<file path="config.mk">
export PLATFORM = sky130hd
export DESIGN_NAME = axis_traffic_gen
export DESIGN_NICKNAME = d
export VERILOG_FILES = /design/src/rtl/axis_traffic_gen.sv
export SDC_FILE = /design/constraint.sdc
export NUM_CORES = 1
export LEC_CHECK = 0
export CAP_MARGIN = 5
export CORE_MARGIN = 2
export CORE_UTILIZATION = 45
export CTS_CLUSTER_DIAMETER = 120
export DETAILED_ROUTE_END_ITERATION = 10
export PLACE_DENSITY = 0.69
export SETUP_SLACK_MARGIN = 0.3
export SLEW_MARGIN = 20
export SYNTH_ARGS = -nofsm -noshare
export SYNTH_HDL_FRONTEND = slang
export SYNTH_SLANG_ARGS = --single-unit
export TNS_END_PERCENT = 50
</file>
<file path="constraint.sdc">
create_clock -name ap_clk -period 14.4 [get_ports ap_clk]
set_input_delay 2.16 -clock ap_clk [delete_from_list [all_inputs] [get_ports ap_clk]]
set_output_delay 2.16 -clock ap_clk [all_outputs]
set_load 0.02 [all_outputs]
</file>
<file path="src/rtl/axis_traffic_gen.sv">
// AXI4-Stream counting-pattern source with an AXI4-Lite control slave.
// Drives a deterministic beat sequence so downstream counters can be checked.
module axis_traffic_gen #(
  parameter int DATA_WIDTH       = 8,
  parameter int STORE_DATA_WIDTH = 4,
  parameter int INITIAL_RUN      = 0
) (
  input  logic                          ap_clk,
  input  logic                          ap_rst,
  input  logic                          s_axi_control_awvalid,
  output logic                          s_axi_control_awready,
  input  logic [15:0]                   s_axi_control_awaddr,
  input  logic                          s_axi_control_wvalid,
  output logic                          s_axi_control_wready,
  input  logic [STORE_DATA_WIDTH*8-1:0] s_axi_control_wdata,
  input  logic [STORE_DATA_WIDTH-1:0]   s_axi_control_wstrb,
  output logic                          s_axi_control_bvalid,
  input  logic                          s_axi_control_bready,
  output logic [1:0]                    s_axi_control_bresp,
  input  logic                          s_axi_control_arvalid,
  output logic                          s_axi_control_arready,
  input  logic [15:0]                   s_axi_control_araddr,
  output logic                          s_axi_control_rvalid,
  input  logic                          s_axi_control_rready,
  output logic [STORE_DATA_WIDTH*8-1:0] s_axi_control_rdata,
  output logic [1:0]                    s_axi_control_rresp,
  output logic [DATA_WIDTH*8-1:0]       outstream_tdata,
  output logic                          outstream_tvalid,
  input  logic                          outstream_tready
);

  localparam int TW = DATA_WIDTH * 8;

  localparam logic [15:0] ADDR_CTRL    = 16'h0010;
  localparam logic [15:0] ADDR_BEATS   = 16'h0014;
  localparam logic [15:0] ADDR_GAP     = 16'h0018;
  localparam logic [15:0] ADDR_SEED    = 16'h001C;
  localparam logic [15:0] ADDR_SENT_LO = 16'h0020;
  localparam logic [15:0] ADDR_SENT_HI = 16'h0024;
  localparam logic [15:0] ADDR_STATUS  = 16'h0028;

  typedef enum logic [1:0] {
    IDLE = 2'd0,
    SEND = 2'd1,
    GAP  = 2'd2,
    DONE = 2'd3
  } state_t;

  state_t        state_r, state_next_s;
  logic [31:0]   ctrl_r, beats_r, gap_r, seed_r;
  logic          ctrl_wr_r;
  logic [63:0]   sent_r, sent_next_s;
  logic [31:0]   sent_hi_shadow_r;
  logic [31:0]   pattern_r, pattern_next_s;
  logic [31:0]   run_cnt_r, run_next_s;
  logic [31:0]   gap_cnt_r, gap_next_s;
  logic          tvalid_r, tvalid_next_s;
  logic [TW-1:0] tdata_r, tdata_next_s;

  logic          aw_pend_r, w_pend_r;
  logic [15:0]   aw_addr_r;
  logic [31:0]   w_data_r;
  logic          commit_s;
  logic [15:0]   wr_addr_s;
  logic [31:0]   wr_data_s;
  logic          bvalid_r;

  logic          rvalid_r;
  logic [31:0]   rdata_r, rd_data_s;
  logic          ar_hs_s;
  logic          hs_s;
  logic          unused_s;

  assign unused_s = ^s_axi_control_wstrb;

  assign s_axi_control_awready = 1'b1;
  assign s_axi_control_wready  = 1'b1;
  assign s_axi_control_bresp   = 2'b00;
  assign s_axi_control_rresp   = 2'b00;
  assign s_axi_control_bvalid  = bvalid_r;
  assign s_axi_control_rvalid  = rvalid_r;
  assign s_axi_control_rdata   = rdata_r;
  assign s_axi_control_arready = !rvalid_r;
  assign outstream_tvalid      = tvalid_r;
  assign outstream_tdata       = tdata_r;

  // A write commits once both address and data are present, latched or live.
  assign commit_s  = (aw_pend_r || s_axi_control_awvalid) && (w_pend_r || s_axi_control_wvalid);
  assign wr_addr_s = aw_pend_r ? aw_addr_r : s_axi_control_awaddr;
  assign wr_data_s = w_pend_r ? w_data_r : s_axi_control_wdata;
  assign ar_hs_s   = s_axi_control_arvalid && !rvalid_r;
  assign hs_s      = tvalid_r && outstream_tready;

  // Write channel capture, register file and response.
  always_ff @(posedge ap_clk or posedge ap_rst) begin
    if (ap_rst) begin
      aw_pend_r <= 1'b0;
      aw_addr_r <= 16'h0000;
      w_pend_r  <= 1'b0;
      w_data_r  <= 32'h0000_0000;
      bvalid_r  <= 1'b0;
      ctrl_r    <= INITIAL_RUN[31:0];
      ctrl_wr_r <= 1'b0;
      beats_r   <= 32'h0000_0000;
      gap_r     <= 32'h0000_0000;
      seed_r    <= 32'h0000_0000;
    end else begin
      ctrl_wr_r <= 1'b0;
      if (commit_s) begin
        aw_pend_r <= aw_pend_r && s_axi_control_awvalid;
        w_pend_r  <= w_pend_r && s_axi_control_wvalid;
        bvalid_r  <= 1'b1;
        case (wr_addr_s)
          ADDR_CTRL: begin
            ctrl_r    <= wr_data_s;
            ctrl_wr_r <= 1'b1;
          end
          ADDR_BEATS: beats_r <= wr_data_s;
          ADDR_GAP:   gap_r   <= wr_data_s;
          ADDR_SEED:  seed_r  <= wr_data_s;
          default:    ;
        endcase
      end else begin
        aw_pend_r <= aw_pend_r || s_axi_control_awvalid;
        w_pend_r  <= w_pend_r || s_axi_control_wvalid;
        if (s_axi_control_bready) begin
          bvalid_r <= 1'b0;
        end
      end
      if (s_axi_control_awvalid) begin
        aw_addr_r <= s_axi_control_awaddr;
      end
      if (s_axi_control_wvalid) begin
        w_data_r <= s_axi_control_wdata;
      end
    end
  end

  // Read data mux.
  always_comb begin
    rd_data_s = 32'h0000_dead;
    case (s_axi_control_araddr)
      ADDR_CTRL:    rd_data_s = ctrl_r;
      ADDR_BEATS:   rd_data_s = beats_r;
      ADDR_GAP:     rd_data_s = gap_r;
      ADDR_SEED:    rd_data_s = seed_r;
      ADDR_SENT_LO: rd_data_s = sent_r[31:0];
      ADDR_SENT_HI: rd_data_s = sent_hi_shadow_r;
      ADDR_STATUS:  rd_data_s = {30'd0, state_r == DONE, (state_r == SEND) || (state_r == GAP)};
      default:      rd_data_s = 32'h0000_dead;
    endcase
  end

  // Registered read response; a SENT_LO read freezes the upper half for a coherent pair.
  always_ff @(posedge ap_clk or posedge ap_rst) begin
    if (ap_rst) begin
      rvalid_r         <= 1'b0;
      rdata_r          <= 32'h0000_0000;
      sent_hi_shadow_r <= 32'h0000_0000;
    end else if (ar_hs_s) begin
      rvalid_r <= 1'b1;
      rdata_r  <= rd_data_s;
      if (s_axi_control_araddr == ADDR_SENT_LO) begin
        sent_hi_shadow_r <= sent_r[63:32];
      end
    end else if (s_axi_control_rready) begin
      rvalid_r <= 1'b0;
    end
  end

  // Generator next-state and datapath.
  always_comb begin
    state_next_s   = state_r;
    pattern_next_s = pattern_r;
    run_next_s     = run_cnt_r;
    gap_next_s     = gap_cnt_r;
    sent_next_s    = sent_r;
    tdata_next_s   = tdata_r;
    case (state_r)
      IDLE: begin
        if (ctrl_r == 32'd1) begin
          pattern_next_s = seed_r;
          run_next_s     = 32'd0;
          state_next_s   = SEND;
        end else begin
          state_next_s = IDLE;
        end
      end
      SEND: begin
        if (hs_s) begin
          pattern_next_s = pattern_r + 32'd1;
          sent_next_s    = sent_r + 64'd1;
          run_next_s     = run_cnt_r + 32'd1;
          if (ctrl_r != 32'd1) begin
            state_next_s = IDLE;
          end else if ((beats_r != 32'd0) && (run_cnt_r + 32'd1 == beats_r)) begin
            state_next_s = DONE;
          end else if (gap_r != 32'd0) begin
            state_next_s = GAP;
            gap_next_s   = gap_r;
          end else begin
            state_next_s = SEND;
          end
        end else begin
          state_next_s = SEND;
        end
      end
      GAP: begin
        if (ctrl_r != 32'd1) begin
          state_next_s = IDLE;
        end else if (gap_cnt_r <= 32'd1) begin
          state_next_s = SEND;
        end else begin
          gap_next_s = gap_cnt_r - 32'd1;
        end
      end
      DONE: begin
        if (ctrl_r != 32'd1) begin
          state_next_s = IDLE;
        end else if (ctrl_wr_r) begin
          pattern_next_s = seed_r;
          run_next_s     = 32'd0;
          state_next_s   = SEND;
        end else begin
          state_next_s = DONE;
        end
      end
      default: state_next_s = IDLE;
    endcase
    // Clear overrides any beat completing in the same cycle.
    if (ctrl_r == 32'd2) begin
      sent_next_s    = 64'd0;
      pattern_next_s = 32'd0;
    end else begin
      sent_next_s = sent_next_s;
    end
    tvalid_next_s = (state_next_s == SEND);
    // A stalled beat keeps its data; a new beat presents the updated pattern.
    if ((state_next_s == SEND) && !((state_r == SEND) && !hs_s)) begin
      tdata_next_s        = {TW{1'b0}};
      tdata_next_s[31:0]  = pattern_next_s;
    end else begin
      tdata_next_s = tdata_r;
    end
  end

  // Generator state registers.
  always_ff @(posedge ap_clk or posedge ap_rst) begin
    if (ap_rst) begin
      state_r   <= IDLE;
      pattern_r <= 32'd0;
      run_cnt_r <= 32'd0;
      gap_cnt_r <= 32'd0;
      sent_r    <= 64'd0;
      tvalid_r  <= 1'b0;
      tdata_r   <= {TW{1'b0}};
    end else begin
      state_r   <= state_next_s;
      pattern_r <= pattern_next_s;
      run_cnt_r <= run_next_s;
      gap_cnt_r <= gap_next_s;
      sent_r    <= sent_next_s;
      tvalid_r  <= tvalid_next_s;
      tdata_r   <= tdata_next_s;
    end
  end

endmodule

</file>
Word level (Yosys, flattened, before mapping). Index checks and enable logic that the tools add are counted.

Bits in registers: 440. Output and inout bits: 106.

Add/subtract/negate cells: 4. $lt $le $gt $ge: 1. Eq/ne operators: 28. Mux-type cells: 42. Reductions and logical operators: 31.

Operators by type and width (count): $mux 32 (16); $pmux 32 s7 (1); $mux 64 (3); $pmux 32 s3 (2); $eq 16x5->1 const B (8); $add 32x1->32 const B (2); $add 64x1->64 const B (1); $pmux 32 s2 (1); $reduce_bool 32->1 (2); $eq 16x6->1 const B (3); $eq 32x1->1 const B (1); $eq 32x2->1 const B (1); $eq 32x32->1 (1); $le 32x1->1 const B (1); $ne 32x1->1 const B (1); $sub 32x1->32 const B (1); $mux 16 (1); $mux 2 (8); $ne 2x2->1 const B (8); $reduce_and 2->1 (6); $reduce_bool 2->1 (5); $mux 1 (9); $logic_and 1x1->1 (8); $pmux 2 s4 (1); 9 further kinds (15).

Depth between registers and ports, before layout.
Depth in word-level cells: 9. Depth in mapped cells: 13. Mapped depth without buffers: 11.

Worst setup path before layout. Ideal clock, no wire load.

Path kind: input -> register. Start: input outstream_tready. End: register sent_r[56]. Data arrival time: 4.482 ns. Setup slack: 9.840 ns. Cell stages on the path: 10. Buffers on the path: 1. Cell sequence: nand2_1 -> nor2_1 -> and3_1 -> nand4_1 -> nor3_1 -> and2_1 -> clkbuf_1 -> nand2_1 -> or3_1 -> a21oi_1.

Longest elaborated chain between the ends: 3.

Ends and longest elaborated chain: start: declaration (line 29) `input logic outstream_tready`; $logic_and 1x1->1 (line 92) `assign hs_s = tvalid_r && outstream_tready;`; $reduce_bool 2->1 (no line); $reduce_and 2->1 (no line); end signal: assignment (line 262) `sent_r <= sent_next_s;`; end: declaration (line 52) `logic [63:0] sent_r, sent_next_s;`.

No other way between the ends. A chain may end at the register's enable or synchronous reset.

Worst setup path after layout. Same ends and word-level chain as after synthesis.

==> key figures <==
Clock network
  • TritonCTS Buffers: between 40 and 50
  • Clock buffer depth: 3
  • CTS resizes: 0
  • Sink Count: 440
  • CTS root buf: clkbuf_16
  • Htree depth: 2
  • CTS tree: done
  • Later-pin clock latency in the skew report: 600 ps
  • Hold Buf Count CTS: 0
  • Reg clk slew, reported paths: about 60 ps
  • Post-CTS setup buffer count: 0

Synth
  • Post-synthesis sequential area ratio: 0.476
  • Post-synthesis cell area: between 20000 and 25000 um2
  • YS warnings: 0
  • FFs w/ async S/R, synth: 1.00
  • Number of synthesized flops with an enable pin: 0
  • Share of the synthesized area in the top cell type: 0.476
  • Mapped Avg Cell Area: approximately 9.7 um2
  • Seq cells post-synth: 440
  • Netlist cell types: 86
  • Mapped Cells: 2394
  • Top FF cell, synth: dfrtp_1
  • Ranking of synthesized cells by area: dfrtp_1 (48%), mux2_2 (5.7%), a21oi_1 (5.0%)
  • Dominant cell type by area after synthesis: dfrtp_1

Finish
  • N_diodes: 0
  • Multi-input gate area: roughly 11000 um2
  • Register area: roughly 11000 um2
  • Finished Core Util: 0.522
  • # nets final: approximately 2500
  • Share of layout cells above drive strength 1: 0.115
  • Fill count: around 4600
  • Layout area overhead: 15.4%

Setup path
  • Critical Path RT: about 15000 ps
  • Crit path DAT: about 6300 ps
  • Kind of cell adding the most delay to the critical path: simple AND/OR/NAND/NOR gates
  • Cell depth of the worst setup path: 10
  • Crit-path cells: clkdlybuf4s50_1 > nand2_1 > nor2_1 > and3_1 > nand4_1 > nor3_1 > and2_1 > nand2_1 > or3_1 > a21oi_1
  • Largest stage delay on the critical path: 620 ps
  • Setup crit start kind: input pin
  • CP Class: in -> reg
  • Crit path from: outstream_tready
  • Slowest CP cell: nor3_1
  • Cells on worst reg2reg path: 12
  • Reg-to-reg endpoint: sent_r[56]$_DFFE_PP0P_
  • RR Startpoint: state_r[1]$_DFF_PP0_
  • Max Fanout on Critical Path: 9
  • End of the critical path: sent_r[56]$_DFFE_PP0P_
  • Crit path buf inv count: 1
  • R2R Setup Slk: 9450 ps
  • Crit path top cell by count: nand2_1
  • Endpoint class of the critical path: flop

Routing
  • Drt drc: 0
  • Via count: 19400
  • DRT iter0 DRCs: roughly 2000
  • ANT nets after route: 0
  • Final wirelength: 68700 um
  • First-pass detailed-route iteration total: 8
  • Vias per cell: just over 6
  • Avg WL per Cell: 21.7 um

Timing
  • Slew HR: 0.250
  • Part of the cycle the worst path needs: 0.400
  • RSZ-0062 raised after global routing: no
  • Finish-stage setup viols: 0
  • Final Hold Violating Endpoints: 0
  • Worst slew pin tran: between 1000 and 1500 ps
  • Clock Skew: about 17 ps
  • Setup_tns: 0 ps
  • Max Clk Rate: between 0.15 and 0.2 GHz
  • Crit path time final: between 5000 and 6000 ps
  • Final Max Tran Viols: 0

Floorplanning
  • Die height: between 200 and 250 um
  • Die area: roughly 53000 um2
  • Ports: between 150 and 200
  • Initial Utilization: 0.452
  • Core Box Area: slightly above 50000 um2
  • Die W: roughly 230 um
  • Row count: 83

Global route
  • Largest net degree at the start of global routing: 183
  • First-pass GRT wire length: ~110000 um
  • Initial antenna violation count: 0
  • Total GRT Usage: 0.255
  • Vias in the first global route: between 15000 and 20000
  • Grt total ovfl: 0

Placed design
  • Post-DP HPWL: roughly 48000 um
  • Gpl congestion: 0.909
  • Port Buffers: ~140

Power and ir drop
  • Switching part of the total: 0.260
  • Int Power: ~2.3 mW
  • LEAKAGE: between 10 and 15 nW
  • Reg power frac: 0.443
  • Worst vdd ir: around 0.000088 V
  • PD cells: 117 nW/um2
  • Comb power frac: 0.124
  • Switch Pwr: a little over 0.8 mW
  • Clock power share: 0.433

Min path
  • HP Class: reg -> reg
  • WHS Path Cells: 1

Outcome
  • Run status: finished clean

Flow run
  • Total of max-cap violations: 0
flip-flops by register name, summed over array words and instances, names as in the netlist:
| register | flops |
|---|---|
| aw_addr_r | 16 |
| aw_pend_r | 1 |
| beats_r | 32 |
| ctrl_r | 32 |
| ctrl_wr_r | 1 |
| gap_cnt_r | 32 |
| gap_r | 32 |
| outstream_tdata | 32 |
| outstream_tvalid | 1 |
| pattern_r | 32 |
| run_cnt_r | 32 |
| s_axi_control_bvalid | 1 |
| s_axi_control_rdata | 32 |
| s_axi_control_rvalid | 1 |
| seed_r | 32 |
| sent_hi_shadow_r | 32 |
| sent_r | 64 |
| state_r | 2 |
| w_data_r | 32 |
| w_pend_r | 1 |
cell type report:
type | count | area share
clock inverters | 19 | 0.0106
inverters | 38 | 0.00549
clock buffers | 71 | 0.0544
flip-flops and latches | 440 | 0.413
multi-input cells | 1754 | 0.422
repair buffers | 169 | 0.0625
well taps | 680 | 0.0319
synthesized netlist by cell type (47+ instances only):
cell type and n:
nor4_1 48, o21ai_0 85, a222oi_1 47, nor2_1 301
a21oi_1 233, mux2i_1 50, clkbuf_1 123, nand2_1 157
dfrtp_1 440, xor2_1 58, xnor2_1 47, mux2_2 117
nand3_1 66
stage by stage:
stage | hold WS [ps] | setup slack, ps | power [mW] | std cells | instance area, um2
2_1_floorplan | 472 | 6290 | 1.64 | 2430 | 23300
6_report | 487 | 8640 | 3.12 | 3171 | 26700
4_1_cts | 497 | 8760 | 3.13 | 3169 | 26600
3_3_place_gp | 474 | 8250 | 1.77 | 3079 | 24900
5_1_grt | 513 | 8570 | 3.23 | 3171 | 26700
3_5_place_dp | 474 | 8170 | 1.78 | 3079 | 24900
power groups by stage:
stage	Sequential (mW)	Combinational, mW	Clock [mW]
6_report	1.38	0.386	1.35
5_1_grt	1.39	0.419	1.42
4_1_cts	1.38	0.387	1.37
3_5_place_dp	1.40	0.385	0
3_3_place_gp	1.39	0.375	0
2_1_floorplan	1.40	0.234	0
cells by family (layout without fill, tap and decap cells):
logic type / after synthesis / in the layout / synth area share
compound gates: 556 / 556 / 0.154
xor+xnor: 105 / 105 / 0.0398
fa+ha+maj: 10 / 10 / 0.00530
buf+inv: 236 / 297 / 0.0465
flops: 440 / 440 / 0.476
mux: 197 / 197 / 0.0933
other cells: 2 / 38 / 0.000325
simple gates: 848 / 848 / 0.185
worst min path at each step:
| stage | startpoint | end |
|---|---|---|
| 2_1_floorplan | aw_addr_r[15]$_DFFE_PP0P_ | aw_addr_r[15]$_DFFE_PP0P_ |
| 3_3_place_gp | outstream_tdata[15]$_DFFE_PP0P_ | outstream_tdata[15]$_DFFE_PP0P_ |
| 3_5_place_dp | outstream_tdata[26]$_DFFE_PP0P_ | outstream_tdata[26]$_DFFE_PP0P_ |
| 4_1_cts | outstream_tdata[21]$_DFFE_PP0P_ | outstream_tdata[21]$_DFFE_PP0P_ |
| 5_1_grt | w_data_r[6]$_DFFE_PP0P_ | w_data_r[6]$_DFFE_PP0P_ |
| 6_report | outstream_tdata[21]$_DFFE_PP0P_ | outstream_tdata[21]$_DFFE_PP0P_ |
worst reg2reg max path, delay by kind of cell, from the launching register on:
family,cells,cell delay [ps]
simple gates,7,3150
flops,1,430
fa+ha+maj,1,150
buf+inv,3,980
compound gates,1,150
cells in the final DEF, fill, tap and decap left out, types with 36 or more instances in the layout:
cell / count
a21oi_1: 232
a222oi_1: 47
clkbuf_16: 51
clkdlybuf4s50_1: 138
conb_1: 38
dfrtp_1: 439
inv_1: 36
mux2_2: 117
mux2i_1: 50
nand2_1: 157
nand3_1: 66
nand4_1: 46
nor2_1: 297
nor3_1: 37
nor4_1: 47
o21ai_0: 85
xnor2_1: 47
xor2_1: 58
metal layers:
| metal | global-route usage | vias to the layer above | part of all wire |
|---|---|---|---|
| li1 | - | 8775 | - |
| met1 | 0.355 | 9729 | 0.43 |
| met2 | 0.408 | 769 | 0.47 |
| met3 | 0.0374 | 123 | 0.070 |
| met4 | 0.0859 | 0 | 0.031 |
| met5 | 0 | - | 0 |
Note: power is estimated with default switching activity, not from simulation.
